File: config.mk
export PLATFORM = sky130hd
export DESIGN_NAME = inst_fetch_sequencer
export DESIGN_NICKNAME = d
export VERILOG_FILES = /design/src/rtl/inst_fetch_sequencer_pkg.sv /design/src/rtl/inst_byte_assembler.sv /design/src/rtl/inst_fetch_sequencer.sv
export SDC_FILE = /design/constraint.sdc
export NUM_CORES = 1
export LEC_CHECK = 0
export ABC_AREA = 1
export ABC_CLOCK_PERIOD_IN_PS = 4600
export BUFFER_PORTS_ARGS = -buffer_cell sky130_fd_sc_hd__buf_2
export CAP_MARGIN = 15
export CELL_PAD_IN_SITES_DETAIL_PLACEMENT = 0
export CELL_PAD_IN_SITES_GLOBAL_PLACEMENT = 1
export CORE_UTILIZATION = 41
export CTS_CLUSTER_SIZE = 30
export DETAILED_ROUTE_END_ITERATION = 6
export HOLD_SLACK_MARGIN = 0.15
export PLACE_DENSITY = 0.93
export SYNTH_ARGS = -nofsm -noshare
export SYNTH_HDL_FRONTEND = slang
export SYNTH_SLANG_ARGS = --single-unit
File: constraint.sdc
create_clock -name clk -period 4.6 [get_ports clk]
set_input_delay 0.23 -clock clk [delete_from_list [all_inputs] [get_ports clk]]
set_output_delay 0.23 -clock clk [all_outputs]
set_load 0.1 [all_outputs]
File: src/rtl/inst_fetch_sequencer_pkg.sv
// fetch_pkg: shared fetch FSM states, instruction size and fetch address legality check
package fetch_pkg;
  typedef enum logic [1:0] {FETCH, HOLD, FAULT} state_t;
  localparam int unsigned INST_BYTES = 4;
  function automatic logic addr_ok(input logic [63:0] a, input logic [63:0] mem_bytes);
    return a[1:0] == 2'b00 && a <= mem_bytes - 64'(INST_BYTES);
  endfunction
endpackage

File: src/rtl/inst_byte_assembler.sv
// inst_byte_assembler: 4-lane byte register with lane select, load enable and clear
module inst_byte_assembler (
  input  logic        clk,
  input  logic        clr,
  input  logic        ld,
  input  logic [1:0]  lane,
  input  logic [7:0]  din,
  output logic [31:0] q
);
  always_ff @(posedge clk)
    if (clr) q <= '0;
    else if (ld) q[8*lane +: 8] <= din;
endmodule

File: src/rtl/inst_fetch_sequencer.sv
// inst_fetch_sequencer: byte-serial instruction fetch with decode handshake, redirects and fault flag
module inst_fetch_sequencer
  import fetch_pkg::*;
#(
  parameter int unsigned MEM_BYTES = 16,
  parameter logic [63:0] RESET_PC  = 64'd0
) (
  input  logic        clk,
  input  logic        reset,
  output logic [63:0] Mem_Addr,
  output logic        Mem_Rd_En,
  input  logic [7:0]  Mem_Rd_Data,
  input  logic        Branch_Taken,
  input  logic [63:0] Branch_Target,
  output logic        Inst_Valid,
  input  logic        Inst_Ready,
  output logic [31:0] Instruction,
  output logic [63:0] Inst_PC,
  output logic        Inst_Fault
);
  state_t state;
  logic [63:0] pc, next_pc;
  logic [1:0] cnt;
  logic cap;
  assign Mem_Addr = pc + 64'(cnt);
  assign next_pc = pc + 64'(INST_BYTES);
  assign cap = state == FETCH && Mem_Rd_En && !Branch_Taken;
  inst_byte_assembler u_asm (
    .clk  (clk),
    .clr  (!reset || Branch_Taken),
    .ld   (cap),
    .lane (cnt),
    .din  (Mem_Rd_Data),
    .q    (Instruction)
  );
  always_ff @(posedge clk)
    if (!reset) begin
      state      <= FETCH;
      pc         <= RESET_PC;
      cnt        <= '0;
      Inst_PC    <= '0;
      Inst_Valid <= 1'b0;
      Inst_Fault <= 1'b0;
      Mem_Rd_En  <= 1'b0;
    end else if (Branch_Taken) begin
      cnt        <= '0;
      Inst_Valid <= 1'b0;
      if (addr_ok(Branch_Target, 64'(MEM_BYTES))) begin
        pc         <= Branch_Target;
        state      <= FETCH;
        Inst_Fault <= 1'b0;
        Mem_Rd_En  <= 1'b1;
      end else begin
        state      <= FAULT;
        Inst_Fault <= 1'b1;
        Mem_Rd_En  <= 1'b0;
      end
    end else begin
      case (state)
        FETCH: begin
          Mem_Rd_En <= !(Mem_Rd_En && cnt == 2'd3);
          if (Mem_Rd_En) begin
            cnt <= cnt + 2'd1;
            if (cnt == 2'd3) begin
              state      <= HOLD;
              Inst_PC    <= pc;
              Inst_Valid <= 1'b1;
            end
          end
        end
        HOLD:
          if (Inst_Ready) begin
            Inst_Valid <= 1'b0;
            if (addr_ok(next_pc, 64'(MEM_BYTES))) begin
              pc        <= next_pc;
              state     <= FETCH;
              Mem_Rd_En <= 1'b1;
            end else begin
              state      <= FAULT;
              Inst_Fault <= 1'b1;
            end
          end
        default: ;
      endcase
    end
endmodule

### Yosys cells after proc, flatten, opt, wreduce, memory -nomap -nowiden

Index checks and enable logic that the tools add are counted.

| storage, ports and cells | value |
|---|---|
| bits in registers | 167 |
| latch bits | 0 |
| RAM bits | 0 |
| bits in read-only memories | 0 |
| input bits | 76 |
| output and inout bits | 163 |
| logic and storage cells | 81 |
| memories | 0 |

| operators by class | value |
|---|---|
| add/sub/neg operators | 4 |
| multiply operators | 0 |
| divide/modulo/power cells | 0 |
| order comparisons | 2 |
| equality and inequality tests | 11 |
| shift operators | 2 |
| mux-type cells | 27 |
| bitwise logic cells | 2 |
| reductions and logical operators | 25 |

Operator list:

| operator | count |
|---|---|
| two-way mux 64 bit | 5 |
| <= comparator 64 x 4 -> 1 bit (second input constant) | 2 |
| adder 64 x 2 -> 64 bit | 1 |
| adder 64 x 3 -> 64 bit (second input constant) | 1 |
| negator 5 -> 34 bit | 1 |
| variable shift 8 x 34 -> 32 bit (first input constant) | 1 |
| indexed part select 8 x 34 -> 32 bit | 1 |
| bitwise mux 32 bit | 1 |
| AND reduction 4 bit | 4 |
| two-way mux 1 bit | 12 |
| two-way mux 2 bit | 6 |
| inequality test 3 bit (second input constant) | 3 |
| nonzero test 2 bit | 4 |
| zero test 2 bit | 3 |
| inequality test 2 bit (second input constant) | 3 |
| AND reduction 3 bit | 2 |
| logical AND 1 bit | 5 |
| inequality test 2 x 1 -> 1 bit (second input constant) | 2 |
| case mux 1 bit (2 select lines) | 2 |
| case mux 2 bit (2 select lines) | 1 |
| zero test 1 bit | 3 |
| inequality test 3 x 2 -> 1 bit (second input constant) | 1 |
| nonzero test 3 bit | 1 |
| adder 2 x 1 -> 2 bit (second input constant) | 1 |
| other kinds (6) | 7 |

### Longest topological paths before layout

Gate-level depths: netlist (run 1).

| depth | value |
|---|---|
| word-level depth | 7 |
| mapped depth | 20 |
| mapped depth without buffers | 19 |

### Hierarchy

Synthesis (run 1) repeated with hierarchy kept, for this count alone.

| second synthesis, totals | value |
|---|---|
| cells, all modules | 1,426 |
| area, all modules | 9,283.9 µm² |

Modules (own cells, without submodules):

| module | times used | cells an instance | area an instance (µm²) | sequential area each (µm²) |
|---|---|---|---|---|
| inst_fetch_sequencer | 1 | 1,227 | 7,875.1 | 2,702.6 |
| inst_byte_assembler | 1 | 199 | 1,408.9 | 640.6 |

### Worst setup path before layout (run 1)

No wires, ideal clock.

| timing | value |
|---|---|
| path type | register -> output |
| from | register cnt[0] |
| to | output port Mem_Addr[6] |
| arrival time | 3.562 ns |
| required time | 4.370 ns |
| path slack | 0.808 ns |
| stages on the path, launching flop included | 7 |
| buffers on the path | 2 |
| cells stage by stage | dfxtp_1 -> ha_1 -> inv_1 -> fa_1 -> clkbuf_1 -> clkbuf_1 -> o21ai_0 |

| on the way | value |
|---|---|
| cells in the longest elaborated chain, start to end | 1 |

RTL lines:

| item | line | text |
|---|---|---|
| start, declared | inst_fetch_sequencer.sv:23 | `logic [1:0] cnt;` |
| start signal, assigned | inst_fetch_sequencer.sv:63 | `cnt <= cnt + 2'd1;` |
| adder 64 x 2 -> 64 bit | inst_fetch_sequencer.sv:25 | `assign Mem_Addr = pc + 64'(cnt);` |
| end, declared | inst_fetch_sequencer.sv:10 | `output logic [63:0] Mem_Addr,` |

Every way passes these cells.

### Final worst setup path (run 1)

| timing | value |
|---|---|
| from | register pc[0] |
| to | output port Mem_Addr[62] |

| on the way | value |
|---|---|
| cells in the longest elaborated chain, start to end | 1 |

RTL lines:

| item | line | text |
|---|---|---|
| start, declared | inst_fetch_sequencer.sv:22 | `logic [63:0] pc, next_pc;` |
| start signal, assigned | inst_fetch_sequencer.sv:49 | `pc <= Branch_Target;` |
| start signal, assigned | inst_fetch_sequencer.sv:75 | `pc <= next_pc;` |
| adder 64 x 2 -> 64 bit | inst_fetch_sequencer.sv:25 |  |

Every way passes these cells.

==> results.ini, run 1 <==
[status]
status = finished clean

[synth]
synth_nets = 1516
synthCells = 1429
syn-cell-area_um2 = 9780
synth.avg_cell_area_um2 = 6.84
synth_cell_types = 36
yosysSeqAreaShare = 0.342
synth_seq_cells = 167
ys.warnings.count = 0

[floorplanning]
row_count = 56
dieArea_um2 = 24500
coreArea_um2 = 23400
start_util = 0.418
io_pins = 239
die_w_um = 156
die_h_um = 156

[timing]
maxSlewViolCount = 0
slew_headroom = 0.248
period_minus_slack_ps = 3890
fmax_mhz = 257
finalSetupTns_ps = 0
setup_viol = 0
rsz0062_at_grt = no
final-hold-violation-count = 0
tightest_slew_ps = 1120
hold_ws_ps = 174
skew_ps = 9.61
finalCritPeriodShare = 0.846

[detailed_routing]
wl_per_cell_um = 18.2
drtIter0Drc = 659
first_pass_iters = 5
routed-via-count = 10100
avgViaCountPerCell = 5.09
drcViolationCount = 0
drt.antenna.violating_nets = 0
routed_wirelength_mm = 36.1

[global_route]
grt_max_degree = 69
grt_antenna_before_repair = 0
grt_first_pass_wirelength_mm = 54.2
overflow = 0
grt_use_total = 0.295
grt_pass1_vias = 9526

[clock_network]
cts_tree = built
ctsHtreeMaxLevel = 4
clk_root_buffer_cell = clkbuf_16
insertion_delay_ps = 430
cts_setup_buffers = 0
hold_buffers = 9
cts_buffer_depth = 2
cts_resized = 0
clk_pin_slew_ps = 70
cts_buffers = 17
cts_sinks = 167

[setup_path]
cp_data_required_time_ps = 4370
rr_worst_depth = 15
r2r_slack_ps = 1270
crit_path_start_kind = register
crit_path_max_fanout = 10
worstSetupPathType = register to primary output
arrival_ps = 3660
reg2reg_to = pc[31]
cp-end-kind = primary output
r2r-start = pc[26]

[final_layout]
multi_input_area_um2 = 5500
antenna_cells = 0
synthToLayoutAreaGrowth_pct = 21.0
regArea_um2 = 3340
final_cells = 1986
drive_gt1_frac = 0.265
nets = 1741
num-fill-cells = 2490

[run]
maxCapViolCount = 0

[pwr]
p_leak_nw = 5.47
ir_drop_uv = 190
p_per_area_nw_per_um2 = 258

[hold_path]
hold_path.class = input pin to register
min_from = Inst_Ready
worstHoldPathCells = 4
whs_endpoint = Inst_Valid

[place]
hpwl_mm = 28.3
gp_congestion = 1.01
dp.cells = 1945
port_buffers = 238

==> cells in the mapped netlist <==
cell      instances  area [µm²]
dfxtp_1         167        3340
xnor2_1           6        52.6
nand4_1          25         156
nor2_2           10        62.6
nor2_1          225         845
a31oi_1           8        50.1
inv_2            62         233
or3_1             8        50.1
nor2_4           13         146
o21ai_1           2        10.0
a211oi_1          9        67.6
o21bai_1          1        7.51
inv_1           105         394
nand3_1          55         275
nand3b_1          7        52.6
inv_6             1        8.76
clkbuf_1         31         116
nand2_2           8        50.1
a21oi_1          87         435
and3_1            1        6.26
nand2_1         317        1190
nor4_1           11        68.8
nor2_8            2        40.0
buf_12            6         120
nand3_2          61         611
nor3_1            5        25.0
and2_1            3        18.8
xor2_1           64         561
buf_2            12        60.1
nand2_4           5        56.3
o21ai_0          97         485
fa_1              1        20.0
nand4_4           1        21.3
nor4b_1           1        8.76
ha_1             10         125
clkinv_1          2        7.51
==> layout by cell type (no fill, tap or decap), types with 3 or more instances in the layout <==
| master | n |
|---|---|
| inv_6 | 4 |
| nor2_2 | 10 |
| nand3_1 | 55 |
| inv_8 | 5 |
| nor3_1 | 5 |
| nand4_1 | 25 |
| xnor2_1 | 6 |
| nor2_4 | 13 |
| or3_1 | 8 |
| nand2_2 | 8 |
| inv_1 | 105 |
| a21oi_1 | 87 |
| ha_1 | 10 |
| dlygate4sd3_1 | 9 |
| buf_4 | 9 |
| nand3_2 | 61 |
| and2_1 | 3 |
| nand2_1 | 317 |
| dfxtp_1 | 167 |
| nor2_1 | 225 |
| nand2_4 | 5 |
| nor4_1 | 11 |
| buf_2 | 237 |
| inv_2 | 62 |
| a31oi_1 | 8 |
| a211oi_1 | 9 |
| clkbuf_16 | 17 |
| clkinv_8 | 5 |
| nand3b_1 | 7 |
| o21ai_0 | 97 |
| xor2_1 | 64 |
==> cells by family after synthesis <==
group / Yosys count / synth area share
XOR/XNOR: 70 / 0.0627
flip-flops: 167 / 0.342
buffers and inverters: 219 / 0.0961
adder cells (fa/ha/maj): 11 / 0.0148
AO/OA/AOI/OAI: 204 / 0.108
AND/OR/NAND/NOR: 758 / 0.377
==> worst max-delay path by stage <==
stage / slack (ps) / cells after the start / to / startpoint
after floorplan: 810 / 6 / Mem_Addr[6] / cnt[0]
after global routing: 500 / 9 / Mem_Addr[62] / cnt[1]
after global placement: 1220 / 9 / Mem_Addr[62] / cnt[1]
after detailed placement: 1290 / 10 / Mem_Addr[62] / pc[0]
after CTS: 770 / 10 / Mem_Addr[62] / pc[0]
final: 710 / 10 / Mem_Addr[62] / pc[0]
==> area by class of cell <==
type	instances	area share
clock inverters	15	0.0151
inverters	170	0.0545
clock buffers	17	0.0360
well taps	319	0.0337
multi-input cells	1043	0.465
flip-flops and latches	167	0.283
repair buffers	255	0.114
==> registers in the layout, summed over array words and instances, names as in the netlist <==
signal      flops
pc             64
u_asm.q        32
Inst_Valid      1
Inst_PC        64
Mem_Rd_En       1
cnt             2
state           2
Inst_Fault      1
==> through the flow <==
step	setup WS (ps)	instance area, µm²	total power [mW]	utilization
after floorplan	808	9780	1.56	-
after global placement	1220	11100	1.61	0.476
after detailed placement	1290	11100	1.61	0.476
after CTS	772	11800	3.08	0.506
after global routing	498	11800	3.14	0.506
final	707	11800	3.05	0.506
==> worst max-delay path: stages (launching register included) <==
cell	delay [ps]
dfxtp_1	370
ha_1	190
inv_1	60
fa_1	730
nor2_1	360
inv_1	160
nor2_1	400
nand2_1	150
nor2_1	150
xor2_1	200
buf_2	460
==> power breakdown <==
group	internal, mW	switching, mW
Clock	0.738	0.728
Combinational	0.0431	0.0936
Sequential	1.45	0.00269
==> layer usage <==
layer | GRT usage | wire length [µm] | vias to the layer above
met5 | 0 | 0 | -
met3 | 0.0410 | 2100 | 38
met2 | 0.504 | 17000 | 364
li1 | - | - | 5035
met1 | 0.389 | 16300 | 4678
met4 | 0.0789 | 609 | 0
Power figures use the tool's default switching activity.
==> inputs of run 2 (changes only) <==
ABC_AREA = 0   (was 1)
ABC_CLOCK_PERIOD_IN_PS = 3700   (was 4600)
CORE_UTILIZATION = 38   (was 41)
PLACE_DENSITY = 0.88   (was 0.93)
clock period = 3.7 ns   (was 4.6 ns; I/O delays follow)
==> results.ini, run 2 <==
[status]
status = finished with violations
violations = DRC

[floorplanning]
row_count = 54
start_util = 0.392
io_pins = 239
dieArea_um2 = 23300
die_w_um = 153
coreArea_um2 = 22000
die_h_um = 153

[synth]
synth-xor-area-share = 0.0934
synthCells = 1109
yosysMostFrequentCell = nand2_1
synth.avg_cell_area_um2 = 7.78
synth_cell_types = 60
ys_async_sr_fraction = 0
ys_top_cells_by_count = 214 x nand2_1, 167 x dfxtp_1, 103 x a21oi_1, 69 x nand3_1, 68 x and2_1
synth_area_leaders = dfxtp_1 39%, nand2_1 9.3%, a21oi_1 6.0%, and2_1 4.9%, xnor2_1 4.7%
ys.warnings.count = 0
yosysSeqAreaShare = 0.388
yosys.area_share.simple = 0.343
synth_top_area_share = 0.388
synth_ff_type = dfxtp_1
yosysTopAreaCell = dfxtp_1
synth_top_family_by_area = simple AND/OR/NAND/NOR gates
synth_compound_area_frac = 0.0979
synth_seq_cells = 167
syn-cell-area_um2 = 8620
synth_edf_count = 0
synthMuxAreaShare = 0.00595
synth_nets = 1196
synthAdderAreaFrac = 0.0168

[global_route]
grt_max_degree = 69
grt_first_pass_wirelength_mm = 44.7
grt_antenna_before_repair = 0
overflow = 0
grt_use_total = 0.242
grt_pass1_vias = 8168

[setup_path]
max_stage_delay_ps = 480
cp-end-kind = primary output
worstSetupPathType = register to primary output
crit_chain = nand4_4, nor4_4, buf_4, nand4_1, nand2b_2, nor3_2, buf_4, xnor2_1, buf_2
arrival_ps = 3390
cp_data_required_time_ps = 3510
crit_path_max_fanout = 8
crit_top_cell = buf_4
worst-path-buf-inv = 3
crit_family = simple AND/OR/NAND/NOR gates
crit_path_start_kind = register
slowest_stage = buf_2

[clock_network]
clk_root_buffer_cell = clkbuf_16
ctsHtreeMaxLevel = 4
clk_pin_slew_ps = 70
cts_buffer_depth = 2
cts_buffers = 17
cts_tree = built
cts_sinks = 167
insertion_delay_ps = 430

[final_layout]
layout_common_cells = 224 x buf_2, 212 x nand2_1, 165 x dfxtp_1
num-fill-cells = 2180
drive_gt1_frac = 0.287
synthToLayoutAreaGrowth_pct = 33.0
utilization = 0.521
final_common_cell = buf_2
nets = 1456
antenna_cells = 0
top_regs = Inst_PC (64), pc (64), u_asm.q (32)

[detailed_routing]
drcViolationCount = 26
routed-via-count = 8733
routed_wirelength_mm = 28.6
drtIter0Drc = 495
avgViaCountPerCell = 5.25
drt.antenna.violating_nets = 0
wl_per_cell_um = 17.2
first_pass_iters = 7

[pwr]
power.total_mw = 3.73
p_leak_nw = 4.98
ir_drop_uv = 296
p_per_area_nw_per_um2 = 325

[timing]
final-hold-violation-count = 0
setup_viol = 0
skew_ps = 12.1
finalCritPeriodShare = 0.967
maxSlewViolCount = 0
slew_headroom = 0.373
tightest_slew_ps = 938
fmax_mhz = 279
period_minus_slack_ps = 3580

[run]
maxCapViolCount = 0

[place]
gp_congestion = 0.931
hpwl_mm = 21.7
port_buffers = 238

[hold_path]
hold_path.class = input pin to register

-- run 2: cell type report --
type / count / area, µm² / share of cell area
multi-input cells: 835 / 4970 / 0.433
flip-flops and latches: 167 / 3350 / 0.292
repair buffers: 332 / 2150 / 0.187
clock buffers: 17 / 425 / 0.0371
well taps: 280 / 350 / 0.0305
clock inverters: 15 / 176 / 0.0154
inverters: 16 / 60.1 / 0.00523
-- run 2: logic make-up after synthesis --
logic type / after synthesis
AOI/OAI and AO/OA: 145
xor gates and xnor gates: 92
adders and majority gates: 11
buffers and inverters: 107
DFF: 167
muxes: 5
and+or+nand+nor: 582
-- run 2: path summary, 6_finish.rpt --
path	depth (start not counted)	endpoint	from	slack, ps
max	9	Mem_Addr[41]	pc[12]	120
min reg2reg	2	u_asm.q[24]	u_asm.q[24]	450
max reg2reg	10	pc[32]	pc[9]	190
min	5	pc[3]	Branch_Target[3]	210
-- run 2: worst register-to-register path: stages (launching register included) --
cell and delay (ps):
dfxtp_1 470, nand3_1 290, nor4_4 390, nand3_4 160
or4_1 520, a21o_1 200, a2111oi_2 290, nand4_1 220
o41a_4 520, buf_12 170, and2_1 190
-- run 2: power breakdown --
| part | switching (mW) | leakage [nW] | internal [mW] | total [mW] |
|---|---|---|---|---|
| sequential | 0.00322 | 1.35 | 1.80 | 1.80 |
| combinational | 0.0907 | 3.34 | 0.0551 | 0.146 |
| clock | 0.868 | 0.295 | 0.919 | 1.79 |
| total | 0.962 | 4.98 | 2.77 | 3.73 |
-- run 2: per-stage QoR --
stage	setup TNS [ps]	setup WS, ps	hold slack, ps	cells	area (µm²)
after detailed placement	0	214	443	1617	10700
after floorplan	-99.9	-99.9	311	1109	8720
after CTS	0	4.93	198	1660	11400
after global routing	-2.51	-2.51	227	1662	11500
after global placement	0	299	438	1617	10700
final	0	121	211	1662	11500
-- run 2: timing repair --
action	4_1_cts	5_1_grt
endpoints found under the hold margin	35	0
gates resized for setup	3	13
hold buffers	11	0
endpoints found under the setup margin	6	72
setup buffers	0	2
pin swaps	0	1
-- run 2: per-layer routing --
layer	wire, µm	GRT usage	vias up
met5	0	0	-
met4	658	0.0847	0
met3	1950	0.0503	37
met2	13400	0.403	334
met1	12600	0.310	4061
li1	-	-	4301
